$ cat config.mk
export PLATFORM = sky130hd
export DESIGN_NAME = comp16_compressor
export DESIGN_NICKNAME = d
export VERILOG_FILES = /design/src/rtl/comp16_pkg.sv /design/src/rtl/comp16_smul.sv /design/src/rtl/comp16_compressor.sv
export SDC_FILE = /design/constraint.sdc
export NUM_CORES = 1
export LEC_CHECK = 0
export BUFFER_PORTS_ARGS = -buffer_cell sky130_fd_sc_hd__buf_2
export CAP_MARGIN = 20
export CORE_ASPECT_RATIO = 1.75
export CORE_MARGIN = 2
export CORE_UTILIZATION = 40
export DETAILED_ROUTE_END_ITERATION = 10
export PLACE_DENSITY = 0.6
export SKIP_CTS_REPAIR_TIMING = 1
export SLEW_MARGIN = 10
export SYNTH_ARGS = -nofsm -noshare
export SYNTH_HDL_FRONTEND = slang
export SYNTH_SLANG_ARGS = --single-unit
$ cat constraint.sdc
create_clock -name clk -period 17.3 [get_ports clk]
set_input_delay 3.46 -clock clk [delete_from_list [all_inputs] [get_ports clk]]
set_output_delay 3.46 -clock clk [all_outputs]
set_load 0.1 [all_outputs]
$ cat src/rtl/comp16_pkg.sv
// Shared widths and helpers for the comp16 envelope compressor.
package comp16_pkg;
  localparam int DATA_W     = 16;
  localparam int COEF_W     = 8;
  localparam int COEF_FRAC  = 4;
  localparam logic [COEF_W-1:0] COEF_UNITY = 8'h10;
  localparam int TBL_DEPTH  = 64;
  localparam int TBL_AW     = 6;
  localparam int LATENCY    = 12;
  localparam int MUL_CYCLES = 8;
  localparam int PROD_W     = DATA_W + COEF_W;
  localparam int MUL_START  = LATENCY - MUL_CYCLES;

  // |v| clamped to 15 bits so -32768 maps to 32767
  function automatic logic [DATA_W-2:0] sat_abs(input logic signed [DATA_W-1:0] v);
    if (v == 16'sh8000) return 15'h7FFF;
    else if (v[DATA_W-1]) return 15'(-v);
    else return v[DATA_W-2:0];
  endfunction

  function automatic logic signed [DATA_W-1:0] sat_out(input logic signed [PROD_W-1:0] p);
    logic signed [PROD_W-COEF_FRAC-1:0] s;
    s = (PROD_W-COEF_FRAC)'(p >>> COEF_FRAC);
    if (s > 20'sd32767) return 16'sh7FFF;
    else if (s < -20'sd32768) return 16'sh8000;
    else return s[DATA_W-1:0];
  endfunction
endpackage

$ cat src/rtl/comp16_smul.sv
// Signed 16 x unsigned 8 shift-add multiplier, one coefficient bit per clock, LSB first.
module comp16_smul
  import comp16_pkg::*;
(
  input  logic                     clk,
  input  logic                     rst,
  input  logic                     start,
  input  logic signed [DATA_W-1:0] a,
  input  logic [COEF_W-1:0]        b,
  output logic signed [PROD_W-1:0] p,
  output logic                     done
);
  logic signed [PROD_W-1:0] a_sh;
  logic signed [PROD_W-1:0] a_ext;
  logic [COEF_W-1:0]        b_sh;
  logic [2:0]               k;
  logic                     busy;

  assign a_ext = {{COEF_W{a[DATA_W-1]}}, a};

  // the start edge already consumes bit 0, so seven more edges finish the product
  always_ff @(posedge clk or posedge rst) begin
    if (rst) begin
      p    <= '0;
      a_sh <= '0;
      b_sh <= '0;
      k    <= '0;
      busy <= 1'b0;
      done <= 1'b0;
    end else begin
      done <= 1'b0;
      if (start) begin
        p    <= b[0] ? a_ext : '0;
        a_sh <= a_ext <<< 1;
        b_sh <= b >> 1;
        k    <= 3'd1;
        busy <= 1'b1;
      end else if (busy) begin
        p    <= p + (b_sh[0] ? a_sh : '0);
        a_sh <= a_sh <<< 1;
        b_sh <= b_sh >> 1;
        k    <= k + 3'd1;
        if (k == 3'(MUL_CYCLES-1)) begin
          busy <= 1'b0;
          done <= 1'b1;
        end
      end
    end
  end
endmodule

$ cat src/rtl/comp16_compressor.sv
// Complex-sample compressor: envelope estimate, 64-entry gain curve lookup, serial scaling of X and Y.
module comp16_compressor
  import comp16_pkg::*;
(
  input  logic              clk,
  input  logic              rst,
  input  logic [DATA_W-1:0] dix,
  input  logic [DATA_W-1:0] diy,
  input  logic              iv,
  output logic [DATA_W-1:0] dox,
  output logic [DATA_W-1:0] doy,
  output logic              ov,
  input  logic [COEF_W-1:0] cin,
  input  logic              cwe
);
  logic [3:0]               cnt;
  logic                     accept;
  logic signed [DATA_W-1:0] xr, yr;
  logic [DATA_W-2:0]        ax, ay, mx, mn;
  logic [6:0]               sum_hi;
  logic [TBL_AW-1:0]        m_hi;
  logic [TBL_AW-1:0]        wp;
  logic [COEF_W-1:0]        g;
  logic [COEF_W-1:0]        tbl [TBL_DEPTH];
  logic signed [PROD_W-1:0] px, py;
  logic                     done_x, done_y;

  // the slot that delivers a result is also free to take the next sample
  assign accept = iv && (cnt == 4'd0 || cnt == 4'(LATENCY));

  assign mx     = (ax >= ay) ? ax : ay;
  assign mn     = (ax >= ay) ? ay : ax;
  assign sum_hi = 7'(({1'b0, mx} + 16'(mn >> 2)) >> 9);

  always_ff @(posedge clk) begin
    if (cwe) tbl[wp] <= cin;
  end

  always_ff @(posedge clk or posedge rst) begin
    if (rst) begin
      cnt  <= '0;
      wp   <= '0;
      xr   <= '0;
      yr   <= '0;
      ax   <= '0;
      ay   <= '0;
      m_hi <= '0;
      g    <= '0;
      dox  <= '0;
      doy  <= '0;
      ov   <= 1'b0;
    end else begin
      ov <= 1'b0;
      if (cwe) wp <= wp + 1'b1;
      if (accept) begin
        cnt <= 4'd1;
        xr  <= dix;
        yr  <= diy;
      end else if (cnt == 4'(LATENCY)) cnt <= '0;
      else if (cnt != 4'd0) cnt <= cnt + 4'd1;
      if (cnt == 4'd1) begin
        ax <= sat_abs(xr);
        ay <= sat_abs(yr);
      end
      // saturated magnitude only matters through its top six bits
      if (cnt == 4'd2) m_hi <= sum_hi[6] ? 6'h3F : sum_hi[5:0];
      if (cnt == 4'(MUL_START-1)) g <= tbl[~m_hi];
      if (cnt == 4'(LATENCY) && done_x && done_y) begin
        dox <= sat_out(px);
        doy <= sat_out(py);
        ov  <= 1'b1;
      end
    end
  end

  comp16_smul u_mul_x (
    .clk(clk), .rst(rst), .start(cnt == 4'(MUL_START)), .a(xr), .b(g), .p(px), .done(done_x)
  );
  comp16_smul u_mul_y (
    .clk(clk), .rst(rst), .start(cnt == 4'(MUL_START)), .a(yr), .b(g), .p(py), .done(done_y)
  );
endmodule

# After elaboration in Yosys (flattened, before gate mapping)
# Memory sizes are Yosys's and may differ from the RTL's. A register that Yosys moved wholly into a read port is not among the register bits.
# Index checks and enable logic that the tools add are counted.
# word_totals
output_inout_bits	33
ram_bits	512
n_memories	1
reg_bits	233
in_bits	44
wordCells	105
# memory_table
name	depth	word_bits	rd	rd_ports_with_merged_regs	write_ports	line	rtl
tbl	64	8	1	1	1	comp16_compressor.sv:24	logic [COEF_W-1:0] tbl [TBL_DEPTH];
# op_classes
n_mux	49
n_reduce_logical	9
add_sub_neg	9
order_cmp	5
bitwise	1
eq_ne	9
# ops
op	n
24-bit two-way mux	12
15-bit two-way mux	6
16-bit two-way mux	4
24-bit adder	2
20-bit by 16-bit > comparator with 1-bit output, second input constant	2
20-bit by 16-bit < comparator with 1-bit output, second input constant	2
16-bit equality test, second input constant	2
8-bit two-way mux	4
15-bit negator	2
15-bit by 13-bit adder with 16-bit output	1
15-bit greater-or-equal comparator	1
1-bit two-way mux	15
3-bit two-way mux	4
4-bit two-way mux	3
4-bit by 2-bit equality test with 1-bit output, second input constant	2
3-bit by 1-bit adder with 3-bit output, second input constant	2
6-bit by 1-bit adder with 6-bit output, second input constant	1
3-bit equality test, second input constant	2
6-bit two-way mux	1
6-bit inverter	1
4-bit by 1-bit adder with 4-bit output, second input constant	1
4-bit by 1-bit equality test with 1-bit output, second input constant	1
4-bit by 3-bit equality test with 1-bit output, second input constant	1
4-bit equality test, second input constant	1
6 further kinds	9

# Longest topological paths before layout
# Gate-level depths: netlist of the first run.
# depth
word_depth	4
depth_mapped	20
depth_no_buf	18

# Modules after synthesis
# Synthesis of the first run repeated with hierarchy kept, for this count alone.
# hier_totals
hier_cells	2325
hier_area_um2	33796.2
# modules_own_cells
module	instances	seq_area_each_um2	cells_each	area_each_um2
comp16_compressor	1	18352.6	1449	25921.1
comp16_smul	2	1476.4	438	3937.5

# Least setup slack after synthesis of the first run
# No wires, ideal clock.
# synth_timing
kind	input to register
start	in iv
end	reg xr[15]
t_required_ns	17.173
stages	4
setup_time_ns	0.127
arrival_time_ns	4.962
slack_ns	12.210
path_cell_list	nand2_1 -> nor3_1 -> clkbuf_1 -> mux2_1
# synth_via
elab_chain_cells	1
# synth_rtl
item	line	rtl
start, declared	comp16_compressor.sv:9	input logic iv,
1-bit logical AND	comp16_compressor.sv:29	assign accept = iv && (cnt == 4'd0 || cnt == 4'(LATENCY));
end signal, assigned	comp16_compressor.sv:57	xr <= dix;
end, declared	comp16_compressor.sv:18	logic signed [DATA_W-1:0] xr, yr;
# Every way passes these cells.
# A chain may end at the register's enable or synchronous reset.

# Worst setup path after layout of the first run
# layout_timing
start	in cwe
end	mem tbl[21][1], enable pin
# layout_via
elab_chain_cells	2
# layout_rtl
item	line	rtl
start, declared	comp16_compressor.sv:14	input logic cwe
1-bit two-way mux	comp16_compressor.sv:36	if (cwe) tbl[wp] <= cin;
1-bit two-way mux (not written as such)	comp16_compressor.sv:36	
end, declared	comp16_compressor.sv:24	
# Every way passes these cells.

==> summary.txt, run 1 <==
Outcome
  • Status: finished, final reports clean

Critical path
  • Crit-path cells: buf_2, nor2b_1, nand3_1, nor2_1
  • Crit-path max FO: 11
  • Critical Path RT: 17570 ps
  • Top delay family on crit path: simple AND/OR/NAND/NOR gates
  • Worst Path Buf+Inv: 1
  • CP Capture Type: flop
  • Arrival @ worst endpoint: 5340 ps
  • RR Startpoint: ax[6]
  • Critical-path top delay cell: nor2_1
  • Crit path launch type: input port
  • Crit Path Class: in -> reg
  • Reg2Reg Depth: 15
  • Max incr delay on CP: 770 ps
  • Minimum setup slack among reg-to-reg paths: 12910 ps
  • Reg2reg end: m_hi[2]

GRT
  • Total GRT Usage: 0.192
  • Largest net degree at the start of global routing: 90
  • GRT met1 Usage: 0.200
  • Met3 Track Usage GR: 0.0297
  • Initial antenna violation count: 2
  • Grt total ovfl: 0
  • Vias in the first global route: 19900
  • First-pass GRT wire length: 123000 um
  • Most Crowded Layer GR: met2
  • GRT met2 Usage: 0.374

Pwr
  • P_int: 4300 uW
  • Switching power: 2510 uW
  • Pleak: 0.0138 uW
  • Tot Pwr: 6810 uW
  • Pwr Density: 184 nW/um^2
  • Clock Power Share: 0.228
  • Comb power frac: 0.398
  • Switching Share: 0.369
  • Seq pwr share: 0.374
  • Max VDD drop: 0.110 mV

Route
  • DR pass1 iterations: 5
  • Starting DRT DRC Count: 1346
  • Drt wl/cell: 23.6 um
  • Vias: 19000
  • WL final: 81100 um
  • DRC viols: 0
  • DR vias/cell: 5.53
  • Final ANT Viol Nets: 0

Placement
  • Port bufs: 76
  • Final HPWL DP: 54800 um
  • GP Congestion: 0.859

Floorplan
  • DIE WIDTH: 222 um
  • Initial Utilization: 0.402
  • Core area: 82900 sq um
  • Die Ht: 386 um
  • Ports: 77
  • Die area: 85600 sq um
  • Row cnt: 140

STA
  • Slew at the pin closest to its max-slew limit: 1060 ps
  • Final hold vios: 0
  • Final setup violation count: 0
  • Slew headroom: 0.296
  • Period utilization: 0.293
  • Worst Skew: 25.1 ps
  • Unrepaired setup endpoints after global routing: false
  • Final Max Tran Viols: 0
  • Min Tclk post-route: 5070 ps
  • Setup TNS: 0 ps
  • Max Clock Freq: 0.197 GHz

Run
  • Max-cap viol count: 0

Synthesis
  • Syn avg cell area: 14.7 sq um
  • Netlist cell types: 61
  • Post-synthesis cell count: 2264
  • Ys async rst share: 0.315
  • Number of flops mapped to enable cells by yosys: 512
  • Synthesized net count: 2392
  • Post-synthesis sequential area ratio: 0.639
  • Yosys warning count: 0
  • Mapped Area: 33300 sq um
  • Synth Flop Type: edfxtp_1
  • Yosys reg bits: 747

CTS
  • Clock buffer depth: 3
  • CTS tree: done
  • Number of CTS-inserted buffers: 70
  • Clock latency on the worst-skew pair: 650 ps
  • Htree depth: 3
  • Worst-path clk slew: 70 ps
  • CTS Root Cell: clkbuf_16
  • CTS Sinks: 747

Layout
  • Ratio of cells with drive above 1 in the final layout: 0.180
  • Commonest non-fill, non-tap cell in the layout: edfxtp_1
  • Nets@finish: 2447
  • Most frequent cells in the layout: 512 x edfxtp_1, 229 x dfrtp_1, 184 x nand2_1
  • Synthesis-to-layout area growth: 11.5%

Worst hold path
  • WHS Endpoint: dox[12]
  • Hold crit path type: reg -> reg
  • Hold path depth: 2
  • HP Start: dox[12]
-- worst register-to-register path, cell delays in order, from the launching register on --
cell and delay [ps]:
dfrtp_1 450, ha_1 330, nand2_1 70, o21ai_0 170, a21oi_1 90, o21ai_2 510
buf_4 400, mux2_2 380, ha_1 340, nand4_1 140, nor2_1 110, mux2i_1 80
a21oi_1 310, a31oi_1 220, o31ai_1 500, o22a_1 230
-- layer usage --
metal	vias to the layer above	wire length [um]
li1	8724	-
met5	-	16
met2	435	45800
met1	9726	28800
met4	2	3580
met3	156	2930
-- sequential cells by signal, indices dropped and copies added, names as in the netlist --
register,cells
u_mul_x.busy,1
u_mul_x.a_sh,23
g,8
dox,16
ov,1
m_hi,6
u_mul_x.b_sh,7
tbl,512
xr,16
ay,15
u_mul_y.a_sh,23
wp,6
yr,16
ax,15
u_mul_y.busy,1
u_mul_x.p,23
u_mul_y.b_sh,7
u_mul_x.k,3
cnt,4
u_mul_x.done,1
u_mul_y.done,1
u_mul_y.p,23
doy,16
u_mul_y.k,3
-- worst max-delay path by stage --
stage	start	end	slack (ps)	cells past startpoint
finish	cwe	tbl[21][1]	12230	4
floorplan	rst	ax[0]	7390	1
global route	cwe	tbl[21][3]	12160	4
detailed placement	cwe	tbl[21][1]	11590	4
global placement	cwe	tbl[21][0]	11670	4
CTS	cwe	tbl[21][1]	12290	4
-- synthesized netlist by cell type (27+ instances only) --
library cell,count,area (sq um)
o21ai_0,119,596
and2_1,49,307
mux2_2,29,327
mux2i_1,82,821
mux4_2,168,3780
nand2_1,185,694
xor2_1,36,315
inv_1,38,143
nor2_1,149,559
edfxtp_1,512,15400
clkbuf_1,91,342
xnor2_1,27,236
dfrtp_1,235,5880
ha_1,82,1030
a21oi_1,151,756
-- through the flow --
stage	utilization	setup slack (ps)	hold slack, ps	cells	cell area [sq um]
floorplan	-	7390	466	2264	33300
global placement	0.419	11670	447	3309	34700
detailed placement	0.419	11590	455	3309	34700
CTS	0.447	12290	470	3437	37100
global route	0.448	12160	493	3440	37100
finish	0.448	12230	463	3441	37100
-- kinds of logic (layout without fill, tap and decap cells) --
| kind of cell | count (synthesis) | in the layout | share of synthesized area |
|---|---|---|---|
| DFF | 747 | 747 | 0.639 |
| and+or+nand+nor | 516 | 516 | 0.0709 |
| AOI/OAI and AO/OA | 397 | 397 | 0.0686 |
| muxes | 299 | 299 | 0.155 |
| buffers and inverters | 158 | 269 | 0.0185 |
| adders and majority gates | 84 | 84 | 0.0320 |
| xor gates and xnor gates | 63 | 63 | 0.0166 |
| other | 0 | 1 | 0 |
-- power by group through the flow --
stage | logic [uW] | clock network (uW) | registers [uW]
after floorplan | 2130 | 0 | 2370
after global placement | 2640 | 0 | 2600
after detailed placement | 2690 | 0 | 2610
after CTS | 2710 | 1600 | 2580
after global routing | 2990 | 1660 | 2590
final | 2710 | 1550 | 2550
-- area by class of cell --
cell class | instances | area (sq um)
Clock buffer | 83 | 1850
Fill cell | 7251 | 45800
Antenna cell | 1 | 2.50
Tap cell | 1065 | 1330
Multi-Input combinational cell | 1359 | 11400
Timing Repair Buffer | 102 | 593
Sequential cell | 747 | 21300
Inverter | 39 | 154
Clock inverter | 45 | 453
Note: power is estimated with default switching activity, not from simulation.
==> run 2: changes to the inputs <==
Settings changed: ABC_AREA set to 1, PLACE_DENSITY 0.6 to 0.62.
Clock period 17.3 ns to 4.2 ns, I/O delays scaled along.
==> run 2 against run 1 <==
Compared with the run above:
- utilization is 0.34 points higher
- die area is 3.8% higher
- worst hold slack worse by 140 ps
- via count is 33% higher
- flip-flop and latch count stayed put
- combinational power grew to 4.7 times the previous value
- critical path type is now reg -> reg
- critical endpoint is now m_hi[2]
- largest cell class unchanged
- highest routed layer is now met4
==> summary.txt, run 2 <==
Outcome
  • Status: finished, final reports clean

GRT
  • Total GRT Usage: 0.216 (+0.0243)
  • Largest net degree at the start of global routing: 105 (+17%)
  • Initial antenna violation count: 1 (-1)
  • GRT met1 Usage: 0.231 (+0.0312)
  • Met3 Track Usage GR: 0.0258 (-0.00386)
  • GRT met2 Usage: 0.411 (+0.0371)
  • Vias in the first global route: 25200 (+27%)
  • First-pass GRT wire length: 146000 um (+19%)
  • Grt total ovfl: 0 (unchanged)
  • Most Crowded Layer GR: met2

Synthesis
  • Post-synthesis cell count: 3374 (+49%)
  • Commonest cells in the netlist: 568 x nor2_1, 512 x edfxtp_1, 436 x o21ai_0
  • Top-count cell post-synth: nor2_1
  • Post-synthesis sequential area ratio: 0.615 (-0.0237)
  • Netlist cell types: 62 (+1.6%)
  • Ranking of synthesized cells by area: edfxtp_1 44%, dfrtp_1 17%, o21ai_0 6.3%
  • Largest area contributor in the netlist: edfxtp_1
  • Syn avg cell area: 10.2 sq um (-30%)
  • Yosys warning count: 0 (unchanged)
  • Synth Flop Type: edfxtp_1
  • Number of flops mapped to enable cells by yosys: 512 (unchanged)
  • Mapped Area: 34600 sq um (+3.9%)
  • Ys async rst share: 0.315 (unchanged)
  • Synthesized net count: 3502 (+46%)
  • Top-area cell type share of the netlist area: 0.445 (-0.0172)
  • Yosys reg bits: 747 (unchanged)

Pwr
  • Clock Power Share: 0.225 (-0.003)
  • Switching power: 12500 uW (+400%)
  • Max VDD drop: 0.700 mV (+540%)
  • Pwr Density: 761 nW/um^2 (+310%)
  • Seq pwr share: 0.341 (-0.033)
  • Pleak: 0.0150 uW (+8.8%)
  • P_int: 16900 uW (+290%)
  • Comb power frac: 0.434 (+0.036)
  • Switching Share: 0.427 (+0.0578)

STA
  • Final Max Tran Viols: 0 (unchanged)
  • Worst Skew: 25.6 ps (+0.436 ps)
  • Unrepaired setup endpoints after global routing: false
  • Period utilization: 0.878
  • Final hold vios: 0 (unchanged)
  • Setup TNS: 0 ps (unchanged)
  • Final setup violation count: 0 (unchanged)
  • Slew at the pin closest to its max-slew limit: 1020 ps (-31.7 ps)
  • Min Tclk post-route: 3690 ps
  • Max Clock Freq: 0.271 GHz
  • Slew headroom: 0.317 (+0.0211)

Critical path
  • Max incr delay on CP: 430 ps (-340 ps)
  • Crit path launch type: flop
  • Arrival @ worst endpoint: 4240 ps (-1100 ps)
  • Crit-path cells: inv_1, ha_1, nand2_1, nor2_1, nand2_1, nor2_1, nor2_1, nand3_4, o21ai_0, ha_1, a21oi_1, o21ai_0, a21oi_1, nand2_2, nand2_2, nand2_2, a21oi_4, nand3_2, and2_1
  • Crit Path Class: reg -> reg
  • Critical Path RT: 4750 ps (-12820 ps)
  • Worst Path Buf+Inv: 1 (unchanged)
  • CP Capture Type: flop
  • Critical-path top delay cell: dfrtp_1
  • Top delay family on crit path: simple AND/OR/NAND/NOR gates
  • Crit-path max FO: 43 (+32)

Placement
  • Final HPWL DP: 64800 um (+18%)
  • GP Congestion: 0.916 (+6.6%)
  • Port bufs: 76 (unchanged)

Floorplan
  • DIE WIDTH: 226 um (+1.9%)
  • Row cnt: 142 (+1.4%)
  • Die area: 88900 sq um (+3.8%)
  • Die Ht: 393 um (+1.9%)
  • Initial Utilization: 0.404 (+0.00195)
  • Ports: 77 (unchanged)
  • Core area: 85600 sq um (+3.4%)

CTS
  • Worst-path clk slew: 70 ps (about the same)
  • Number of CTS-inserted buffers: 71 (+1.4%)
  • Htree depth: 3 (unchanged)
  • CTS Root Cell: clkbuf_16
  • Clock latency on the worst-skew pair: 660 ps (about the same)
  • CTS tree: done
  • CTS Sinks: 747 (unchanged)
  • Clock buffer depth: 3 (unchanged)

Run
  • Max-cap viol count: 0 (unchanged)

Route
  • DR pass1 iterations: 7 (+2)
  • Drt wl/cell: 20.7 um (-12%)
  • DR vias/cell: 5.47 (-1.1%)
  • Final ANT Viol Nets: 0 (unchanged)
  • Starting DRT DRC Count: 1944 (+44%)
  • WL final: 95900 um (+18%)
  • Vias: 25300 (+33%)
  • DRC viols: 0 (unchanged)

Layout
  • Most flops, register: tbl
  • Commonest non-fill, non-tap cell in the layout: nor2_1
  • Nets@finish: 3547 (+45%)
  • Post-layout util: 0.451 (+0.00336)
  • Synthesis-to-layout area growth: 11.8%
  • Ratio of cells with drive above 1 in the final layout: 0.0967 (-0.0831)
  • Antenna Cells: 0 (-1)
  • Most frequent cells in the layout: 567 x nor2_1, 512 x edfxtp_1, 436 x o21ai_0
  • Max reg flops: 512 (unchanged)
  • Fillers: 8167 (+13%)

Worst hold path
  • Hold crit path type: in -> async
## run 2: changes by cell type after synthesis, sizes merged, moves of 30 or more
| cell | previous run | this run |
|---|---|---|
| nor2 | 149 | 572 |
| o21ai | 136 | 467 |
| inv | 38 | 234 |
| nand2 | 185 | 363 |
| mux4 | 168 | 0 |
| nand3 | 26 | 169 |
| o22ai | 5 | 123 |
| mux2i | 82 | 0 |
| and2 | 49 | 2 |
| mux2 | 49 | 5 |
| buf | 28 | 71 |
| o221ai | 1 | 31 |
## run 2: cells by family (layout without fill, tap and decap cells)
family	after synthesis	after routing	synth area share
adder cells (fa/ha/maj)	84	84	0.0308
AND/OR/NAND/NOR	1202	1202	0.147
AO/OA/AOI/OAI	883	883	0.146
XOR/XNOR	37	37	0.00937
flip-flops	747	747	0.615
multiplexers	5	5	0.00163
buffers and inverters	416	518	0.0506
## run 2: worst paths after layout
kind | startpoint | to | slack (ps) | cells after the start
min in group clk | diy[5] | yr[5] | 430 | 3
worst max-delay path | ay[11] | m_hi[2] | 510 | 19
worst min-delay path | rst | doy[11] | 330 | 2
worst min register to register | dox[15] | dox[15] | 500 | 1
max in group asynchronous | rst | dox[0] | 2850 | 3
worst max register to register | ay[11] | m_hi[2] | 510 | 19
## run 2: layout make-up
| type | count | area [sq um] | area share |
|---|---|---|---|
| Sequential cell | 747 | 21300 | 0.550 |
| Multi-Input combinational cell | 2211 | 11600 | 0.299 |
| Clock buffer | 101 | 2050 | 0.0532 |
| Tap cell | 1152 | 1440 | 0.0373 |
| Timing Repair Buffer | 151 | 1080 | 0.0280 |
| Inverter | 237 | 901 | 0.0233 |
| Clock inverter | 29 | 325 | 0.00842 |
## run 2: stage by stage
stage               hold WS, ps  cells  area [sq um]  worst slack (ps)  power, uW
floorplan                   454   3374         34600               282      19000
global placement            474   4496         36200               509      22800
detailed placement          479   4496         36200               538      22900
CTS                         312   4626         38600               520      29600
global route                375   4628         38600               200      31400
finish                      327   4628         38600               512      29400
## run 2: power groups by stage
stage | clock network [uW] | registers, uW | logic, uW
floorplan | 0 | 9670 | 9280
global placement | 0 | 10200 | 12700
detailed placement | 0 | 10200 | 12800
CTS | 6690 | 10000 | 12800
global route | 6970 | 10200 | 14200
finish | 6610 | 10000 | 12800
## run 2: per-layer routing
metal | part of all wire | wire length [um]
met1 | 0.36 | 34900
met2 | 0.55 | 52300
met3 | 0.042 | 4070
met4 | 0.047 | 4540
met5 | 0 | 0
## run 2: worst reg2reg max path: stages (launching register included)
cell and delay, ps:
dfrtp_1 430, inv_1 80, ha_1 320, nand2_1 80
nor2_1 40, nand2_1 90, nor2_1 50, nor2_1 170
nand3_4 380, o21ai_0 420, ha_1 320, a21oi_1 220
o21ai_0 120, a21oi_1 190, nand2_2 110, nand2_2 70
nand2_2 80, a21oi_4 210, nand3_2 70, and2_1 140
==> run 3: changes to the inputs <==
Settings changed: BUFFER_PORTS_ARGS -buffer_cell sky130_fd_sc_hd__buf_2 to -buffer_cell sky130_fd_sc_hd__buf_4.
==> run 3 against run 2 <==
Compared with the run above:
- clock power fell by 2%
- combinational power is essentially flat
- routed wire length grew 1.6%
- worst setup slack improved by 45 ps
- flip-flop and latch count unchanged
- critical endpoint is now m_hi[3]
- largest power group unchanged
==> summary.txt, run 3 (synthesis results as in run 2) <==
Floorplan
  • Core area: 85600 sq um (unchanged)
  • Die Ht: 393 um (unchanged)
  • Initial Utilization: 0.404 (unchanged)
  • Ports: 77 (unchanged)
  • Die area: 88900 sq um (unchanged)
  • DIE WIDTH: 226 um (unchanged)
  • Row cnt: 142 (unchanged)

Layout
  • Post-route cell area: 38600 sq um (about the same)
  • Most frequent cells in the layout: 567 x nor2_1, 512 x edfxtp_1, 436 x o21ai_0
  • Max reg flops: 512 (unchanged)
  • Commonest non-fill, non-tap cell in the layout: nor2_1
  • Antenna Cells: 0 (unchanged)
  • Ratio of cells with drive above 1 in the final layout: 0.0917 (-0.00499)
  • Nets@finish: 3533 (-0.39%)
  • Synthesis-to-layout area growth: 11.8% (about the same)
  • Most flops, register: tbl
  • Post-layout util: 0.451 (about the same)

Route
  • Final ANT Viol Nets: 0 (unchanged)
  • DRC viols: 0 (unchanged)
  • Drt wl/cell: 21.1 um (+2.0%)
  • DR vias/cell: 5.48 (+0.15%)
  • DR pass1 iterations: 6 (-1)
  • Starting DRT DRC Count: 2095 (+7.8%)
  • Vias: 25300 (-0.24%)
  • WL final: 97400 um (+1.6%)

CTS
  • Worst-path clk slew: 70 ps (about the same)
  • Clock buffer depth: 3 (unchanged)
  • Clock latency on the worst-skew pair: 660 ps (about the same)
  • Htree depth: 3 (unchanged)
  • CTS Root Cell: clkbuf_16
  • CTS tree: done
  • Number of CTS-inserted buffers: 70 (-1.4%)
  • CTS Sinks: 747 (unchanged)

GRT
  • Grt total ovfl: 0 (unchanged)
  • First-pass GRT wire length: 149000 um (+1.9%)
  • Vias in the first global route: 25400 (+0.67%)
  • Initial antenna violation count: 0 (-1)
  • Total GRT Usage: 0.221 (+0.00507)
  • Largest net degree at the start of global routing: 129 (+23%)

STA
  • Final hold vios: 0 (unchanged)
  • Min Tclk post-route: 3640 ps (-45.2 ps)
  • Slew at the pin closest to its max-slew limit: 973 ps (-51.9 ps)
  • Setup ws final: 557 ps (+45.2 ps)
  • Final setup violation count: 0 (unchanged)
  • Unrepaired setup endpoints after global routing: false
  • Slew headroom: 0.347 (+0.0302)
  • Setup TNS: 0 ps (unchanged)
  • Period utilization: 0.867 (-0.0108)
  • Final Max Tran Viols: 0 (unchanged)
  • Worst Skew: 18.8 ps (-6.72 ps)
  • Max Clock Freq: 0.274 GHz (+1.2%)

Critical path
  • Crit-path cells: ha_1, nand2_1, inv_1, a21oi_1, nand2_1, nand2_2, nand3_4, buf_4, o21ai_0, ha_1, a21oi_1, o21ai_0, a21oi_1, nand2_2, nand2_2, nand2_2, a21oi_4, nand3_1, nand2_1, inv_1
  • Crit path launch type: flop
  • CP Capture Type: flop
  • Critical Path Most Common Cell: nand2_2
  • Critical-path top delay cell: dfrtp_1
  • RR Startpoint: ax[6]
  • Crit-path max FO: 28 (-35%)
  • Reg2Reg Depth: 20 (+1)
  • Max incr delay on CP: 400 ps (-30 ps)
  • Reg2reg end: m_hi[3]
  • Minimum setup slack among reg-to-reg paths: 560 ps (+50 ps)
  • Arrival @ worst endpoint: 4190 ps (-50 ps)
  • Critical Path RT: 4750 ps (about the same)
  • Crit Path Class: reg -> reg

Pwr
  • Tot Pwr: 29400 uW (-0.14%)
  • Max VDD drop: 0.378 mV (-46%)
  • Pleak: 0.0150 uW (-0.18%)
  • Pwr Density: 760 nW/um^2 (-0.15%)

Placement
  • Dpl ws: 603 ps (+64.9 ps)
  • Placement Cell Area: 36300 sq um (+0.36%)
  • GP Congestion: 0.902 (-1.5%)
  • Port bufs: 76 (unchanged)
  • Final HPWL DP: 64800 um (about the same)

Run
  • Max-cap viol count: 0 (unchanged)

Worst hold path
  • Hold crit path type: in -> async

Outcome
  • Status: finished, final reports clean
## run 3: changes by cell type in the layout (fill, tap and decap cells not counted), sizes merged
| cell | delta |
|---|---|
| bufinv | +1 |
| inv | +2 |
| clkbuf | -9 |
| clkinv | +4 |
| buf | -13 |
| clkinvlp | -3 |
## run 3: worst max-delay path by stage
stage               start       to  depth (start not counted)  slack (ps)
floorplan             rst    ax[0]                          1         280
global placement    ax[6]  m_hi[3]                         20         600
detailed placement  ax[6]  m_hi[2]                         19         600
CTS                 ax[6]  m_hi[3]                         20         580
global route        ay[6]  m_hi[3]                         21         190
finish              ax[6]  m_hi[3]                         20         560
## run 3: report_power, final
part | internal, uW | switching, uW
registers | 9000 | 930
logic | 4180 | 8790
clock network | 3600 | 2880
## run 3: layout make-up
cell class                      instances  area (sq um)
Timing Repair Buffer                  138          1170
Clock buffer                           92          1940
Fill cell                            8153         47000
Sequential cell                       747         21300
Tap cell                             1152          1440
Inverter                              237           901
Clock inverter                         33           347
Multi-Input combinational cell       2211         11600
## run 3: worst max-delay path, delay by kind of cell, from the launching register on
kind            cells  cell delay [ps]
flops               1              400
compound gates      6             1160
buf+inv             3              360
simple gates        9              990
fa+ha+maj           2              620
## run 3: layer usage
layer  GRT usage  wire length, um  up-vias
li1            -                -    12000
met1       0.236            35700    12400
met2       0.418            52400      657
met3      0.0284             3990      214
met4       0.117             5290        0
met5           0                0        -
## run 3: per-stage QoR
stage / hold slack [ps] / cells
5_1_grt: 425 / 4610
3_3_place_gp: 469 / 4484
4_1_cts: 379 / 4609
3_5_place_dp: 478 / 4484
2_1_floorplan: 454 / 3374
6_report: 386 / 4610
